<file path="config.mk">
export PLATFORM = sky130hd
export DESIGN_NAME = local_flit_receiver
export DESIGN_NICKNAME = d
export VERILOG_FILES = /design/src/rtl/local_flit_receiver.sv
export SDC_FILE = /design/constraint.sdc
export NUM_CORES = 1
export LEC_CHECK = 0
export ABC_AREA = 1
export BUFFER_PORTS_ARGS = -buffer_cell sky130_fd_sc_hd__buf_2
export CAP_MARGIN = 10
export CORE_ASPECT_RATIO = 1.25
export CORE_UTILIZATION = 53
export CTS_CLUSTER_DIAMETER = 40
export DETAILED_ROUTE_END_ITERATION = 16
export PLACE_DENSITY = 0.84
export SLEW_MARGIN = 20
export SYNTH_ARGS = -nofsm -noshare
export SYNTH_HDL_FRONTEND = slang
export SYNTH_SLANG_ARGS = --single-unit
</file>
<file path="constraint.sdc">
create_clock -name clk -period 1.8 [get_ports clk]
set_input_delay 0.18 -clock clk [delete_from_list [all_inputs] [get_ports clk]]
set_output_delay 0.18 -clock clk [all_outputs]
set_load 0.01 [all_outputs]
</file>
<file path="src/rtl/local_flit_receiver.sv">
// Reassembles MSB-first flits from the router's local port into spike packets,
// filters them on destination and queues them for the neuron's axon input.
module local_flit_receiver #(
  parameter int         FLIT_SIZE          = 4,
  parameter int         PACKET_SIZE        = 32,
  parameter int         FIFO_DEPTH         = 2,
  parameter int         AXON_CNT_BIT_WIDTH = 2,
  parameter logic [3:0] X_ID               = 4'd0,
  parameter logic [3:0] Y_ID               = 4'd0
) (
  input  logic                          clk,
  input  logic                          rst_n,
  input  logic [FLIT_SIZE-1:0]          flit_in,
  input  logic                          write_req,
  output logic                          full,
  output logic                          spike_valid,
  input  logic                          spike_ready,
  output logic [AXON_CNT_BIT_WIDTH-1:0] axon_id,
  output logic [PACKET_SIZE-1:0]        packet_out,
  output logic                          misroute,
  output logic                          overflow_err
);

  localparam int FLITS   = PACKET_SIZE / FLIT_SIZE;
  localparam int CNT_W   = $clog2(FLITS);
  localparam int PTR_W   = $clog2(FIFO_DEPTH);
  localparam int SHIFT_W = PACKET_SIZE - FLIT_SIZE;

  logic [SHIFT_W-1:0]     shift_q, shift_d;
  logic [CNT_W-1:0]       cnt_q, cnt_d;
  logic [PTR_W-1:0]       wr_ptr_q, wr_ptr_d, rd_ptr_q, rd_ptr_d;
  logic [PTR_W:0]         count_q, count_d;
  logic [PACKET_SIZE-1:0] mem_q [FIFO_DEPTH];
  logic                   mis_q, mis_d, ovf_q, ovf_d;

  logic                   accept, last, dest_ok, push, pop;
  logic [PACKET_SIZE-1:0] pkt;

  // Handshake: a head packet transfers on any edge where spike_valid and
  // spike_ready are both high; head data holds while spike_ready is low.
  assign full        = (count_q == (PTR_W+1)'(FIFO_DEPTH));
  assign spike_valid = (count_q != '0);
  assign packet_out  = mem_q[rd_ptr_q];
  assign axon_id     = mem_q[rd_ptr_q][AXON_CNT_BIT_WIDTH-1:0];
  assign misroute    = mis_q;
  assign overflow_err = ovf_q;

  // The final flit is merged combinationally so the packet is pushed on the
  // same edge it completes.
  assign accept  = write_req && !full;
  assign last    = accept && (cnt_q == CNT_W'(FLITS - 1));
  assign pkt     = {shift_q, flit_in};
  assign dest_ok = (pkt[PACKET_SIZE-1 -: 8] == {X_ID, Y_ID});
  assign push    = last && dest_ok;
  assign pop     = spike_valid && spike_ready;

  always_comb begin
    shift_d  = shift_q;
    cnt_d    = cnt_q;
    wr_ptr_d = wr_ptr_q;
    rd_ptr_d = rd_ptr_q;
    count_d  = count_q;
    mis_d    = last && !dest_ok;
    ovf_d    = ovf_q || (write_req && full);
    if (accept) begin
      shift_d = {shift_q[SHIFT_W-FLIT_SIZE-1:0], flit_in};
      cnt_d   = last ? '0 : cnt_q + CNT_W'(1);
    end
    if (push) wr_ptr_d = wr_ptr_q + PTR_W'(1);
    if (pop)  rd_ptr_d = rd_ptr_q + PTR_W'(1);
    case ({push, pop})
      2'b10:   count_d = count_q + (PTR_W+1)'(1);
      2'b01:   count_d = count_q - (PTR_W+1)'(1);
      default: count_d = count_q;
    endcase
  end

  always_ff @(posedge clk or negedge rst_n) begin
    if (!rst_n) begin
      shift_q  <= '0;
      cnt_q    <= '0;
      wr_ptr_q <= '0;
      rd_ptr_q <= '0;
      count_q  <= '0;
      mis_q    <= 1'b0;
      ovf_q    <= 1'b0;
      for (int i = 0; i < FIFO_DEPTH; i++) mem_q[i] <= '0;
    end else begin
      shift_q  <= shift_d;
      cnt_q    <= cnt_d;
      wr_ptr_q <= wr_ptr_d;
      rd_ptr_q <= rd_ptr_d;
      count_q  <= count_d;
      mis_q    <= mis_d;
      ovf_q    <= ovf_d;
      if (push) mem_q[wr_ptr_q] <= pkt;
    end
  end

endmodule

</file>
After elaboration in Yosys (flattened, before gate mapping)
Index checks and enable logic that the tools add are counted.
{"block": "op_classes", "n_addsub": 5, "magnitude_cmp": 3, "n_eq_ne": 4, "n_mux": 8, "bitwise_logic": 2, "n_reduce_logical": 13}
{"op": "32-bit 2-to-1 mux", "count": 4}
{"op": "64-bit bitwise mux", "count": 1}
{"op": "32-bit demux with 1-bit select", "count": 1}
{"op": "8-bit logical NOT", "count": 1}
{"op": "1-bit logical AND", "count": 7}
{"op": "2-bit equality test, second input constant", "count": 2}
{"op": "2-bit greater-or-equal comparator, second input constant", "count": 2}
{"op": "1-bit NOT with 2-bit output", "count": 2}
{"op": "2-bit one-hot mux with 2 select lines", "count": 1}
{"op": "2-bit nonzero test", "count": 2}
{"op": "3-bit by 1-bit adder with 3-bit output, second input constant", "count": 1}
{"op": "3-bit equality test, second input constant", "count": 1}
{"op": "3-bit 2-to-1 mux", "count": 1}
{"op": "1-bit adder, second input constant", "count": 2}
{"op": "2-bit by 1-bit adder with 2-bit output, second input constant", "count": 1}
{"op": "2-bit by 1-bit equality test with 1-bit output, second input constant", "count": 1}
{"op": "1-bit logical NOT", "count": 2}
{"op": "2-bit by 1-bit less-than comparator with 1-bit output, second input constant", "count": 1}
{"op": "2-bit by 1-bit subtractor with 2-bit output, second input constant", "count": 1}
{"op": "1-bit logical OR", "count": 1}
{"block": "word_totals", "regBits": 101, "in_bits": 8, "out_inout_bits": 38, "word_cells": 44}

Logic depth before layout (Yosys ltp)
{"block": "depth", "word_depth": 7, "depth_mapped": 10, "depth_no_buf": 9}

Least setup slack after synthesis
OpenSTA, ideal clock, no wires.
{"block": "synth_path", "kind": "reg-to-reg", "startpoint": "register cnt_q[0]", "endpoint": "register count_q[1]", "setup_time_ns": 0.131, "t_arrival_ns": 1.784, "setup_slack_ns": -0.115, "path_stages_with_launch": 11, "path_buffers": 1, "synth_period_minus_slack_ns": 1.915, "cell_sequence": "dfrtp_1 > ha_1 > ha_1 > inv_1 > nor2_8 > buf_6 > nand2_1 > ha_1 > a21oi_1 > o21ai_0 > xor2_1"}
{"block": "synth_via", "elab_chain_len": 5}
{"item": "from (decl)", "line": "30", "rtl": "logic [CNT_W-1:0] cnt_q, cnt_d;"}
{"item": "from (signal assigned)", "line": "90", "rtl": "cnt_q <= cnt_d;"}
{"item": "3-bit equality test *", "line": "51", "rtl": "assign last = accept && (cnt_q == CNT_W'(FLITS - 1));"}
{"item": "1-bit logical AND *", "line": "51"}
{"item": "1-bit logical AND *", "line": "54", "rtl": "assign push = last && dest_ok;"}
{"item": "2-bit by 1-bit equality test with 1-bit output or 2-bit equality test (tied branches)", "line": "71", "rtl": "case ({push, pop})"}
{"item": "2-bit one-hot mux with 2 select lines or 2-bit nonzero test (tied branches)"}
{"item": "to (signal assigned)", "line": "93", "rtl": "count_q <= count_d;"}
{"item": "to (decl)", "line": "32", "rtl": "logic [PTR_W:0] count_q, count_d;"}
Mark *: on every way between the ends. The rest lies on a longest branch, timed or not.
A chain may end at the register's enable or synchronous reset.

Final worst setup path
{"block": "layout_path", "startpoint": "register rd_ptr_q", "endpoint": "output packet_out[8]"}
{"block": "layout_via", "elab_chain_len": 4}
{"item": "from (decl)", "line": "31", "rtl": "logic [PTR_W-1:0] wr_ptr_q, wr_ptr_d, rd_ptr_q, rd_ptr_d;"}
{"item": "from (signal assigned)", "line": "92", "rtl": "rd_ptr_q <= rd_ptr_d;"}
{"item": "1-bit NOT with 2-bit output (not written as such)", "line": "43", "rtl": "assign packet_out = mem_q[rd_ptr_q];"}
{"item": "32-bit 2-to-1 mux (3 in series)"}
{"item": "to (decl)", "line": "19", "rtl": "output logic [PACKET_SIZE-1:0] packet_out,"}
Every way passes these cells. The select of a mux whose other input is x is not followed.

==> results.cfg <==
[grt]
grt_pass1_vias = 3542
antenna_found_initial = 0
grt_first_pass_wirelength_mm = 16.54
overflow = 0
grt_usage_pct = 24.08
grt_max_degree = 44

[synthesis]
syn_nets = 546
ys_types = 25
syn_inst = 535
ys_seq_area_share_pct = 57.14
synth-seq-cells = 101
synth_warnings = 0
netlist_area_sq_mm = 0.004423
avgSynthCellArea_sq_um = 8.267

[detailed_routing]
first_pass_iters = 4
via_count = 3700
drt_iter0_drc = 342
ant_nets = 0
avgViaCountPerCell = 5.473
drt_wl_total_mm = 9.673
routedWlPerCell_microns = 14.31
drc = 0

[cts]
cts_root_buffer = clkbuf_8
clk_pin_slew_ps = 90
clock_latency_ps = 380
numCtsBuffers = 9
ctsLongestPathBuffers = 2
htreeDepth = 3
cts.sinks = 101
cts_tree = built

[run_status]
status = finished clean

[sta]
setup_tns_ps = 0
finalCritPeriodShare_pct = 94.53
fin_worst_skew_ps = 6.684
worst_slew_pin_slew_ps = 447.7
setup_viol = 0
max_freq_mhz = 587.7
slew-limit-headroom_pct = 70.15
drv_slew = 0
rsz0062_at_grt = no
min_period_ps = 1702
hold_slack_ps = 41.25
hold_viol_final = 0

[critical_path]
cpMostUsedCell = nand2_1
cp_slowest_cell = dfrtp_1
start_kind = register
cp.required_ps = 1620
cp_slowest_stage_delay_ps = 400
arrival_ps = 1520
crit_fanout = 12
worst-setup-path-type = register to output pin
endpoint_kind = output pin
crit_chain = clkinvlp_4 > buf_4 > nand2_1 > nand2_1 > buf_2

[placement]
gp_congestion = 0.8388
dpl.hpwl_mm = 6.418
port_buffers = 45

[floorplan]
rows = 36
start_util_pct = 55.79
die-area_sq_mm = 0.008717
core_sq_mm = 0.007928
die_x_microns = 83.71
die_h_microns = 104.1
io_pins = 46

[cells_and_area]
drive_gt1_share_pct = 16.52
final_common_cell = nand2_1
area_growth_pct = 12.98
fin_nets = 587
n_antenna_cell = 0
layout_common_cells = nand2_1, dfrtp_1, nand4_1, buf_2, inv_1

[power]
power_density_mw_per_mm2 = 1459
irDropWorstVdd_uv = 1010
p_leak_nw = 2.996

[hold_path]
hold_class = primary input to register

[job]
drv_cap = 0
## metrics by stage
step	total power, mW	utilization [%]	cell area [sq um]	cells	setup slack [ps]
floorplan	5.082	-	4438	535	29.40
global placement	5.819	60.32	4782	657	124.3
detailed placement	5.958	60.32	4782	657	62.97
CTS	7.259	62.67	4969	674	40.65
global route	7.784	63.04	4997	676	9.532
finish	7.290	63.04	4997	676	98.39
## state kept, by name (all words and copies together), names as in the netlist
signal and flops:
overflow_err 1, shift_q 28, rd_ptr_q 1, misroute 1, cnt_q 3, wr_ptr_q 1
count_q 2, mem_q 64
## cells by family (layout without fill, tap and decap cells)
kind of cell	Yosys count	count (layout)	synth area share, %
adders and majority gates	3	3	0.8487
and+or+nand+nor	360	360	34.40
buffers and inverters	61	107	6.082
DFF	101	101	57.14
xor gates and xnor gates	3	3	0.5942
AOI/OAI and AO/OA	7	7	0.9335
## critical path, delay by kind of cell (launching register included)
kind	cells	cell delay [ps]
flops	1	400
buf+inv	3	570
simple gates	2	160
## worst paths after layout
path	startpoint	to	slack, ps	cells past startpoint
min in group asynchronous	rst_n	mem_q[55]$_DFFE_PN0P_	290	2
worst min register to register	overflow_err$_DFF_PN0_	overflow_err$_DFF_PN0_	470	1
worst max register to register	cnt_q[0]$_DFFE_PN0P_	count_q[1]$_DFFE_PN0P_	110	9
worst min-delay path	flit_in[1]	shift_q[1]$_DFFE_PN0P_	40	3
max in group asynchronous	rst_n	mem_q[37]$_DFFE_PN0P_	880	3
worst max-delay path	rd_ptr_q$_DFFE_PN0P_	packet_out[8]	100	5
## where the power goes
part	internal, mW	switching (mW)	leakage, nW
combinational	0.831	1.76	1.55
sequential	2.88	0.515	1.36
clock	0.535	0.771	0.0880
## repair_timing
| action | 4_1_cts | 5_1_grt |
|---|---|---|
| hold buffers | 1 | 0 |
| endpoints found under the hold margin | 32 | 0 |
| setup endpoints to repair | 0 | 47 |
| gates resized for setup | 0 | 4 |
| buffers inserted | 0 | 2 |
## routing by layer
metal,track usage (%),vias up,part of all wire [%]
li1,-,1757,-
met1,30.50,1796,41
met2,40.13,131,50
met3,5.317,16,6.3
met4,9.564,0,2.0
met5,0,-,0
## synthesized netlist by cell type
master / number / area (sq um)
nand3_1: 2 / 10.01
o21a_1: 1 / 7.510
inv_1: 22 / 82.58
ha_1: 3 / 37.54
clkinv_1: 1 / 3.750
o21ai_0: 4 / 20.02
xnor2_1: 1 / 8.760
nor2_4: 1 / 11.26
buf_4: 2 / 15.01
a31o_2: 1 / 8.760
nand2_2: 1 / 6.260
nand2_4: 1 / 11.26
buf_2: 14 / 70.07
clkbuf_1: 18 / 67.56
buf_6: 2 / 22.52
nand4_1: 48 / 300.3
a21oi_1: 1 / 5.000
nor2_1: 4 / 15.01
nor3_1: 1 / 5.000
nor2_8: 1 / 20.02
dfrtp_1: 101 / 2527
nand2_1: 299 / 1122
nand3_2: 2 / 20.02
inv_2: 2 / 7.510
xor2_1: 2 / 17.52
## layout make-up
cell class | instances | area [sq um]
clock buffer | 10 | 137.6
clock inverter | 6 | 38.79
fill | 649 | 2930
inverter | 25 | 97.59
multi-input combinational | 373 | 1648
sequential | 101 | 2527
tap | 95 | 118.9
timing repair buffer | 66 | 429.2
(Power assumes the default switching activity.)
